===== src/rtl/qeciphy_gt_rx_aligner.sv =====
// Multi-lane 8b/10b RX comma alignment controller: slides each lane until K28.5 sits in byte 0, then tracks lock.
// Optional QECIPHY_ALIGN_STATS_EN adds per-lane relock counters on relock_cnt.
module qeciphy_gt_rx_aligner #(
  parameter int unsigned NUM_CH     = 1,
  parameter int unsigned DATA_W     = 32,
  parameter int unsigned SLIDE_WAIT = 32,
  parameter int unsigned LOCK_CNT   = 16,
  parameter int unsigned ERR_LIMIT  = 4
) (
  input  logic                           clk,
  input  logic                           rst_n,
  input  logic [NUM_CH-1:0]              rx_reset_done,
  input  logic [NUM_CH*DATA_W-1:0]       rx_data,
  input  logic [NUM_CH*(DATA_W/8)-1:0]   rx_charisk,
  input  logic [NUM_CH*(DATA_W/8)-1:0]   rx_disperr,
  input  logic [NUM_CH*(DATA_W/8)-1:0]   rx_notintable,
  output logic [NUM_CH-1:0]              rx_slide,
  output logic [NUM_CH-1:0]              rx_aligned,
  output logic                           all_aligned,
  output logic [NUM_CH-1:0]              align_fail
`ifdef QECIPHY_ALIGN_STATS_EN
  ,
  output logic [NUM_CH*16-1:0]           relock_cnt
`endif
);

  localparam int unsigned BYTES     = DATA_W / 8;
  localparam int unsigned MAX_SLIDE = 10 * BYTES;
  localparam int unsigned GCW       = (LOCK_CNT   > 1) ? $clog2(LOCK_CNT + 1)   : 1;
  localparam int unsigned ECW       = (ERR_LIMIT  > 1) ? $clog2(ERR_LIMIT + 1)  : 1;
  localparam int unsigned SCW       = $clog2(MAX_SLIDE + 1);
  localparam int unsigned WCW       = (SLIDE_WAIT > 1) ? $clog2(SLIDE_WAIT + 1) : 1;

  typedef enum logic [2:0] {
    ST_WAIT_RST,
    ST_SEARCH,
    ST_SLIDE,
    ST_WAIT,
    ST_LOCKED
  } state_t;

  typedef enum logic [1:0] {
    CL_NONE,
    CL_GOOD,
    CL_MIS,
    CL_ERR
  } word_cls_t;

  for (genvar n = 0; n < NUM_CH; n++) begin : g_lane
    logic [DATA_W-1:0] data;
    logic [BYTES-1:0]  kchar;
    logic [BYTES-1:0]  disperr;
    logic [BYTES-1:0]  notintable;
    logic              done;

    assign data       = rx_data[n*DATA_W +: DATA_W];
    assign kchar      = rx_charisk[n*BYTES +: BYTES];
    assign disperr    = rx_disperr[n*BYTES +: BYTES];
    assign notintable = rx_notintable[n*BYTES +: BYTES];
    assign done       = rx_reset_done[n];

    word_cls_t         cls;
    logic              found;

    state_t            state_q, state_d;
    logic [GCW-1:0]    good_cnt_q, good_cnt_d;
    logic [ECW-1:0]    err_cnt_q, err_cnt_d;
    logic [SCW-1:0]    slide_cnt_q, slide_cnt_d;
    logic [WCW-1:0]    wait_cnt_q, wait_cnt_d;
    logic              slide_q, slide_d;
    logic              aligned_q, aligned_d;
    logic              fail_q, fail_d;
    logic              relock_evt;

    // Lowest comma byte wins; any code error overrides the comma position.
    always_comb begin
      cls   = CL_NONE;
      found = 1'b0;
      for (int unsigned b = 0; b < BYTES; b++) begin
        if (!found && kchar[b] && (data[b*8 +: 8] == 8'hBC)) begin
          found = 1'b1;
          cls   = (b == 0) ? CL_GOOD : CL_MIS;
        end
      end
      if ((|disperr) || (|notintable)) begin
        cls = CL_ERR;
      end
    end

    always_comb begin
      state_d     = state_q;
      good_cnt_d  = good_cnt_q;
      err_cnt_d   = err_cnt_q;
      slide_cnt_d = slide_cnt_q;
      wait_cnt_d  = wait_cnt_q;
      slide_d     = 1'b0;
      aligned_d   = aligned_q;
      fail_d      = 1'b0;
      relock_evt  = 1'b0;

      if (!done) begin
        state_d     = ST_WAIT_RST;
        good_cnt_d  = '0;
        err_cnt_d   = '0;
        slide_cnt_d = '0;
        wait_cnt_d  = '0;
        aligned_d   = 1'b0;
      end else begin
        unique case (state_q)
          ST_WAIT_RST: begin
            state_d   = ST_SEARCH;
            aligned_d = 1'b0;
          end
          ST_SEARCH: begin
            unique case (cls)
              CL_GOOD: begin
                if (good_cnt_q >= GCW'(LOCK_CNT - 1)) begin
                  state_d     = ST_LOCKED;
                  aligned_d   = 1'b1;
                  good_cnt_d  = '0;
                  slide_cnt_d = '0;
                end else begin
                  good_cnt_d = good_cnt_q + 1'b1;
                end
              end
              CL_MIS: begin
                good_cnt_d = '0;
                state_d    = ST_SLIDE;
                slide_d    = 1'b1;
              end
              CL_ERR: begin
                good_cnt_d = '0;
              end
              default: ;
            endcase
          end
          ST_SLIDE: begin
            state_d    = ST_WAIT;
            wait_cnt_d = '0;
            if (slide_cnt_q >= SCW'(MAX_SLIDE - 1)) begin
              slide_cnt_d = '0;
              fail_d      = 1'b1;
            end else begin
              slide_cnt_d = slide_cnt_q + 1'b1;
            end
          end
          ST_WAIT: begin
            if (wait_cnt_q >= WCW'(SLIDE_WAIT - 1)) begin
              state_d    = ST_SEARCH;
              wait_cnt_d = '0;
            end else begin
              wait_cnt_d = wait_cnt_q + 1'b1;
            end
          end
          ST_LOCKED: begin
            if (cls == CL_GOOD) begin
              err_cnt_d = '0;
            end else if ((cls == CL_MIS) || (cls == CL_ERR)) begin
              if (err_cnt_q >= ECW'(ERR_LIMIT - 1)) begin
                state_d    = ST_SEARCH;
                aligned_d  = 1'b0;
                err_cnt_d  = '0;
                good_cnt_d = '0;
                relock_evt = 1'b1;
              end else begin
                err_cnt_d = err_cnt_q + 1'b1;
              end
            end
          end
          default: begin
            state_d   = ST_WAIT_RST;
            aligned_d = 1'b0;
          end
        endcase
      end
    end

    always_ff @(posedge clk or negedge rst_n) begin
      if (!rst_n) begin
        state_q     <= ST_WAIT_RST;
        good_cnt_q  <= '0;
        err_cnt_q   <= '0;
        slide_cnt_q <= '0;
        wait_cnt_q  <= '0;
        slide_q     <= 1'b0;
        aligned_q   <= 1'b0;
        fail_q      <= 1'b0;
      end else begin
        state_q     <= state_d;
        good_cnt_q  <= good_cnt_d;
        err_cnt_q   <= err_cnt_d;
        slide_cnt_q <= slide_cnt_d;
        wait_cnt_q  <= wait_cnt_d;
        slide_q     <= slide_d;
        aligned_q   <= aligned_d;
        fail_q      <= fail_d;
      end
    end

    assign rx_slide[n]   = slide_q;
    assign rx_aligned[n] = aligned_q;
    assign align_fail[n] = fail_q;

`ifdef QECIPHY_ALIGN_STATS_EN
    logic [15:0] relock_q, relock_d;

    always_comb begin
      relock_d = relock_q;
      if (relock_evt && (relock_q != '1)) begin
        relock_d = relock_q + 1'b1;
      end
    end

    always_ff @(posedge clk or negedge rst_n) begin
      if (!rst_n) begin
        relock_q <= '0;
      end else begin
        relock_q <= relock_d;
      end
    end

    assign relock_cnt[n*16 +: 16] = relock_q;
`else
    logic unused_relock;
    assign unused_relock = relock_evt;
`endif
  end

  logic all_aligned_q, all_aligned_d;

  always_comb begin
    all_aligned_d = &rx_aligned;
  end

  always_ff @(posedge clk or negedge rst_n) begin
    if (!rst_n) begin
      all_aligned_q <= 1'b0;
    end else begin
      all_aligned_q <= all_aligned_d;
    end
  end

  assign all_aligned = all_aligned_q;

endmodule


===== config.mk =====
export PLATFORM = sky130hd
export DESIGN_NAME = qeciphy_gt_rx_aligner
export DESIGN_NICKNAME = d
export VERILOG_FILES = /design/src/rtl/qeciphy_gt_rx_aligner.sv
export SDC_FILE = /design/constraint.sdc
export NUM_CORES = 1
export LEC_CHECK = 0
export CELL_PAD_IN_SITES_DETAIL_PLACEMENT = 2
export CELL_PAD_IN_SITES_GLOBAL_PLACEMENT = 2
export CORE_MARGIN = 4
export CORE_UTILIZATION = 29
export DETAILED_ROUTE_END_ITERATION = 16
export HOLD_SLACK_MARGIN = 0.02
export PLACE_DENSITY_LB_ADDON = 0.1
export SETUP_SLACK_MARGIN = 0.02
export SYNTH_ARGS = -nofsm -noshare
export SYNTH_HDL_FRONTEND = slang
export SYNTH_SLANG_ARGS = --single-unit

===== constraint.sdc =====
create_clock -name clk -period 4.4 [get_ports clk]
set_input_delay 0.88 -clock clk [delete_from_list [all_inputs] [get_ports clk]]
set_output_delay 0.88 -clock clk [all_outputs]
set_load 0.01 [all_outputs]

After elaboration in Yosys (flattened, before gate mapping). Cells that the tools add are included.

Logic and storage cells: 114. Output and inout bits: 4. Input port bits: 47. Flip-flop bits (word level): 27.

Equal/unequal tests: 26. $add $sub $neg: 4. Multiplexer cells: 49. Reduce and logical (&&, ||, !) cells: 22. $lt $le $gt $ge: 4.

Operators by type and width (count): 2-to-1 mux 6 bit (6); 2-to-1 mux 3 bit (11); equality test 8 bit, second input constant (4); 2-to-1 mux 5 bit (5); case mux 6 bit (2 select lines) (2); case mux 5 bit (2 select lines) (2); inequality test 3 bit, second input constant (6); 2-to-1 mux 1 bit (16); case mux 3 bit (5 select lines) (1); adder 6 x 1 -> 6 bit, second input constant (2); inequality test 3 x 1 -> 1 bit, second input constant (4); inequality test 4 bit, second input constant (3); AND reduction 6 bit (2); 2-to-1 mux 2 bit (4); OR reduction 4 bit (2); logical AND 1 bit (7); equality test 3 x 2 -> 1 bit, second input constant (2); >= comparator 6 x 5 -> 1 bit, second input constant (1); >= comparator 6 bit, second input constant (1); case mux 3 bit (2 select lines) (1); adder 5 x 1 -> 5 bit, second input constant (1); >= comparator 5 x 4 -> 1 bit, second input constant (1); AND reduction 5 bit (1); equality test 2 bit, second input constant (2); 14 further kinds (18).

Depth between registers and ports, before layout.
Word-level depth: 22. Depth in mapped cells: 8. Depth with buffers taken out: 8.

Worst setup path before layout. No wires, ideal clock.

Path type: input -> register. From: input port rx_data[17]. To: register g_lane[0].good_cnt_q[0]. Setup slack: 1890 ps. Library setup time: 127 ps. Buffers on the path: 1. Data required time: 4273 ps. Arrival time: 2382 ps. Cell stages on the path: 7. Cells stage by stage: nor3b_1 -> nor4bb_1 -> nor4_1 -> a41oi_1 -> and2_1 -> buf_2 -> mux2_1.

Cells in the longest elaborated chain, start to end: 13. Elaborated cells on any way between the ends: 21. Those cells by class: 7 x eq/ne; 7 x mux; 7 x reduce/logical.

RTL lines: start: declaration (RTL line 13) `input logic [NUM_CH*DATA_W-1:0] rx_data,`; equality test 8 bit * (RTL line 80) `if (!found && kchar[b] && (data[b*8 +: 8] == 8'hBC)) begin`; logical AND 1 bit * (RTL line 80); 2-to-1 mux 1 bit (RTL line 80); zero test 1 bit (RTL line 80); logical AND 1 bit (2 in series) (RTL line 80); 2-to-1 mux 2 bit * (RTL line 80); 2-to-1 mux 2 bit * (RTL line 85) `if ((|disperr) || (|notintable)) begin`; equality test 2 bit (RTL line 115, 158); OR reduction 2 bit (no line); case mux 5 bit (2 select lines) (RTL line 115) `unique case (cls)`; case mux 5 bit (2 select lines) (RTL line 109) `unique case (state_q)`; 2-to-1 mux 5 bit (RTL line 101) `if (!done) begin`; end signal: assignment (RTL line 190) `good_cnt_q <= good_cnt_d;`; end: declaration (RTL line 66) `logic [GCW-1:0] good_cnt_q, good_cnt_d;`.

Every way passes the cells marked *; elsewhere a longest branch is shown, timed or not. A chain may end at the register's enable or synchronous reset.

Worst setup path in the final report.
From: input port rx_reset_done. To: register g_lane[0].good_cnt_q[4].

Cells in the longest elaborated chain, start to end: 2. Elaborated cells on any way between the ends: 7. Those cells by class: 5 x eq/ne; 1 x mux; 1 x reduce/logical.

RTL lines: start: declaration (RTL line 12) `input logic [NUM_CH-1:0] rx_reset_done,`; inequality test 4 bit (no line) (tied with other cells); AND reduction 5 bit (no line).

Several ways; a longest one is shown, not always the timed one.

==> results.tsv <==
metric	value	unit
Post-CTS Hold Buffers	0	
Critical Path RT	4550	ps
DRT Pass-1 Iters	4	
Fin Setup TNS	0	ps
fin nets	276	
outcome	complete, no violations	
CTS tree	yes	
CTS buffer count	3	
top cells by area, synth	dfrtp_1 (43%), ha_1 (4.8%), o21ai_0 (4.4%), nand2_1 (4.0%), nor2_1 (2.9%)	
Slew Viols, Final	0	
Skew-Pair Late Insertion Delay	270	ps
syn nets	224	
setup bufs post-CTS	0	
Startpoint Class	input port	
max cap viols	0	
vias in the first global route	1773	
RSZ-0062 raised after global routing	no	
Ant. Diodes	0	
H-tree Lvls	1	
Worst setup EP type	flip-flop	
grt ovf	0	
Top FF cell, synth	dfrtp_1	
Max Freq	317	MHz
area leader, netlist	dfrtp_1	
I/O pins	51	
DIE WIDTH	81.8	um
Antenna Nets Post-Route	0	
Post-DP HPWL	4.64	mm
# DRC	0	
Core ar.	5200	um2
Seq/Total Area, Yosys	42.8	%
GRT Max-Usage Layer	met2	
pwr dens	222	nW/um2
Final min period	3150	ps
Tcrit/Tclk final	71.7	%
drt first-iter violations	49	
peak supply drop	188	uV
Site Rows	26	
Clock transition at path regs	90	ps
gpl congestion	0.774	
final wirelength	5.49	mm
global-route usage over all layers	17.6	%
final hold slack	480	ps
first-pass GRT wire length	8.98	mm
CTS root buffer	clkbuf_8	
wire per inst	18.8	um
number of enable flip-flop cells after synthesis	0	
Synth top area share	42.8	%
CTS max path bufs	2	
Synth cell types	45	
Hold Fails Final Rpt	0	
flop and latch count out of synthesis	27	
Post-synth ARST share	100	%
Initial Utilization	30.4	%
Leak	0.940	nW
# setup viols final	0	
Clock Skews	4.32	ps
Port Buffer Count	50	
CP Max Fanout	14	
Post-Syn Area	1580	um2
routing usage on met3	3.62	%
vias after detailed routing	1548	
post-CTS sizing	0	
largest net degree at the start of global routing	26	
synthesized area per cell	9.24	um2
layout cells sized above 1	3.15	%
worst slew pin tran	1110	ps
met2 GRT Util	34.2	%
relative slew slack	25.6	%
total power draw	0.000490	W
worst setup path class	input port to flip-flop	
initial antenna violation count	0	
class of the worst hold path	flip-flop to flip-flop	
CTS Sinks	27	
met1 Use GR	20.2	%
Die ar.	6690	um2
Syn Inst Count	171	
vias per cell	5.30	
area delta synth->final	39.7	%
Arrival @ worst endpoint	3310	ps
Vert. Die Dim	81.8	um
Ys Warns	0	
worst max-delay path, cell delays in order:
cell and delay (ps):
clkdlybuf4s50_1 790, inv_1 170, a2111oi_1 500, o21bai_1 200, o21bai_1 170, and2_1 260, mux2_1 340
synthesized netlist by cell type, types with 5 or more instances:
cell type and count:
a31oi_1 5, inv_1 7, nor3b_1 5, nand3_1 6, and3_1 6, nor2_1 12, o21ai_0 14, nand4_1 5
nand2_1 17, ha_1 6, dfrtp_1 27
cell type report:
class | count | area, um2
Multi-Input combinational cell | 132 | 858
Sequential cell | 27 | 676
Tap cell | 70 | 87.6
Clock buffer | 4 | 45.0
Timing Repair Buffer | 52 | 515
Fill cell | 590 | 3000
Inverter | 7 | 26.3
layer usage:
layer / routed length (um) / part of all wire [%]
met3: 265 / 4.8
met5: 0 / 0
met2: 2890 / 53
met4: 24 / 0.44
met1: 2320 / 42
worst paths after layout:
path / start / endpoint / slack, ps / cells past startpoint
min reg2reg: rx_aligned$_DFFE_PN0P_ / all_aligned$_DFF_PN0_ / 480 / 0
max in group asynchronous: rst_n / g_lane[0].err_cnt_q[2]$_DFFE_PN0P_ / 2530 / 1
min: rx_aligned$_DFFE_PN0P_ / all_aligned$_DFF_PN0_ / 480 / 0
min in group asynchronous: rst_n / align_fail$_DFF_PN0_ / 1200 / 1
max reg2reg: g_lane[0].err_cnt_q[0]$_DFFE_PN0P_ / g_lane[0].good_cnt_q[4]$_DFFE_PN0P_ / 1930 / 7
max: rx_reset_done / g_lane[0].good_cnt_q[4]$_DFFE_PN0P_ / 1250 / 7
state kept, by name (all words and copies together) (netlist names):
signal,cells
all_aligned,1
g_lane.good_cnt_q,5
rx_aligned,1
g_lane.err_cnt_q,3
g_lane.wait_cnt_q,6
g_lane.slide_cnt_q,6
rx_slide,1
align_fail,1
g_lane.state_q,3
cell families (layout without fill, tap and decap cells):
logic type	count (synthesis)	after routing	share of synthesized area [%]
AOI/OAI and AO/OA	50	50	22.0
muxes	3	3	2.14
adders and majority gates	6	6	4.75
DFF	27	27	42.8
and+or+nand+nor	73	73	25.4
buffers and inverters	12	63	2.93
power by group:
group / internal (W) / switching (W)
sequential: 0.000255 / 0.00000813
clock: 0.0000648 / 0.0000733
combinational: 0.0000537 / 0.0000350
metrics by stage:
step | setup WS, ps | instance area (um2) | utilization [%] | cells
2_1_floorplan | 1890 | 1580 | - | 171
3_3_place_gp | 1110 | 2160 | 41.6 | 288
3_5_place_dp | 945 | 2160 | 41.6 | 288
4_1_cts | 1230 | 2210 | 42.4 | 292
5_1_grt | 989 | 2210 | 42.4 | 292
6_report | 1250 | 2210 | 42.4 | 292
cell usage in the layout (no fill, tap or decap), types with 4 or more instances in the layout:
cell type,synthesis,routed
and3_1,6,6
ha_1,6,6
nor4_1,4,4
a31oi_1,5,5
inv_1,7,7
o211ai_1,4,4
nand4_1,5,5
nor3b_1,5,5
dfrtp_1,27,27
nand2_1,17,17
clkdlybuf4s50_1,0,50
nand3_1,6,6
o21ai_0,14,14
nor2_1,12,12
(Power assumes the default switching activity.)
==> edit, RTL diff (same flow settings) <==
Build with the macro `QECIPHY_ALIGN_STATS_EN` defined.
--- a/src/rtl/qeciphy_gt_rx_aligner.sv
+++ b/src/rtl/qeciphy_gt_rx_aligner.sv
@@ -1,5 +1,7 @@
 // Multi-lane 8b/10b RX comma alignment controller: slides each lane until K28.5 sits in byte 0, then tracks lock.
 // Optional QECIPHY_ALIGN_STATS_EN adds per-lane relock counters on relock_cnt.
+`define QECIPHY_ALIGN_STATS_EN
+
 module qeciphy_gt_rx_aligner #(
   parameter int unsigned NUM_CH     = 1,
   parameter int unsigned DATA_W     = 32,
Behaviour (old outputs only; new: relock_cnt): unchanged (equiv_simple and equiv_induct, registers matched by name and starting in step).
==> edit against the unedited design <==
Worst hold slack lost 39 ps; via count is 38% higher; non-clock buffer count is 15 higher; count of clock-buffer cells in the layout increased by 3; sequential cell count up 16; sequential share of layout area grew 3.0 points; synthesized cell count rose by 43%; area after synthesis rose by 49%; total power is 58% higher; setup slack gained 84 ps; clock skew grew 2.4 ps; cell area rose by 45%; maximum frequency up 2.7%; routed wire length increased by 28%; critical path type unchanged; critical endpoint is now g_lane[0].good_cnt_q[0]; largest power group unchanged.
==> edit: results (changes against the unedited design) <==
[worst_setup_path]
crit_end = g_lane[0].good_cnt_q[0]
crit-reg2reg-launch = g_lane[0].state_q[0]
worstPathMaxFanout = 11  ; -3
critical_path.top_delay_family = simple AND/OR/NAND/NOR gates
slowest_delay_ps = 590  ; -200 ps
reg2reg_depth = 6  ; -1
regToRegSetupSlack_ps = 1980  ; +50 ps

[global_routing]
grt_pass1_vias = 2349  ; +32%
grt_pass1_wl_mm = 12.0  ; +34%
grt_max_degree = 44  ; +69%
gr-usage-all-layers = 0.153  ; -0.0232

[placed_design]
dp_hpwl_mm = 5.51  ; +19%
dpl-instance-area_um2 = 3120  ; +44%
gp_congestion = 0.727  ; -6.1%
dp_slack_ps = 1040  ; +92.2 ps
io_buffers = 66  ; +32%

[sta]
slew_headroom = 0.334  ; +0.0780
fin_crit_sh = 0.697  ; -0.0191
clock_skew_ps = 6.75  ; +2.43 ps

[clocking]
cts_max_level = 2  ; +1
numCtsBuffers = 5  ; +2
clock_latency_ps = 300  ; +30 ps

[logic_synthesis]
synth_cell_types = 48  ; +6.7%
muxShareOfSynthArea = 0.0191  ; -0.00225
synth-xor-area-share = 0.0595  ; +0.0595
synth_fa_ha_area_frac = 0.0372  ; -0.0103
async_flop_share = 1.00  ; unchanged
synth_cells = 245  ; +43%
synthTopCellsByArea = dfrtp_1, xor2_1, nand2_1, ha_1, nor2_1
ys_seq_area_frac = 0.457  ; +0.0294
synth_commonest_cells = dfrtp_1, nand2_1, nor2_1
synth_compound_area_frac = 0.128  ; -0.0921
syn_nets = 299  ; +33%

[routing]
post_drt_wl_per_cell_um = 16.8  ; -10%
wl_mm = 7.02  ; +28%
wl_met2_mm = 3.50  ; +21%
viasPerCell = 5.14  ; -3.1%
wl_met1_mm = 3.28  ; +42%
drt_iter0_markers = 63  ; +29%
wl_met3_um = 145  ; -45%

[power_and_ir_drop]
peakVddDrop_v = 0.000115  ; -39%
p_leak_nw = 1.43  ; +52%

[run_status]
status = finished, final reports clean

[final_layout]
layout-drive-gt1-share = 0.0603  ; +0.0288
nets = 368  ; +33%

## edit: cell types whose count changed in the layout (fill, tap and decap cells not counted), moves of 6 or more
cell	delta
nand2b_1	+6
nor2_1	+10
xor2_1	+12
clkdlybuf4s50_1	+15
nor3_1	+11
nand2_1	+9
dfrtp_1	+16
## edit: kinds of logic after synthesis
| kind of cell | count (synthesis) |
|---|---|
| XOR/XNOR | 16 |
| adder cells (fa/ha/maj) | 7 |
| buffers and inverters | 15 |
| AO/OA/AOI/OAI | 42 |
| AND/OR/NAND/NOR | 118 |
| multiplexers | 4 |
| flip-flops | 43 |
## edit: cell type report
cell class	count	area (um2)
multi-input combinational	187	1210
sequential	43	1080
clock inverter	1	5.00
fill	865	4610
timing repair buffer	67	663
clock buffer	7	76.3
tap	102	128
inverter	10	37.5
## edit: routing by layer
layer  up-vias  track usage
met4         0       0.0426
met2        26        0.258
li1       1026            -
met1      1084        0.203
met3         7       0.0250
met5         -            0
## edit: worst register-to-register path: stages, from the launching register on
cell	delay, ps
dfrtp_1	560
nand4bb_1	290
nand2b_1	130
a21boi_0	310
o311ai_2	300
or4_1	590
o21ai_0	160
## edit: report_power, final
part           internal [W]  leakage (nW)  switching, W
logic             0.0000599         0.810     0.0000456
registers          0.000405         0.581     0.0000111
clock network      0.000112        0.0422      0.000140
total              0.000577          1.43      0.000197
## edit: worst min-delay path by stage
stage | depth (start not counted) | startpoint | endpoint | slack, ps
finish | 0 | rx_aligned | all_aligned | 440
global route | 0 | rx_aligned | all_aligned | 470
floorplan | 0 | rx_aligned | all_aligned | 430
CTS | 0 | rx_aligned | all_aligned | 450
global placement | 0 | rx_aligned | all_aligned | 430
detailed placement | 0 | rx_aligned | all_aligned | 430
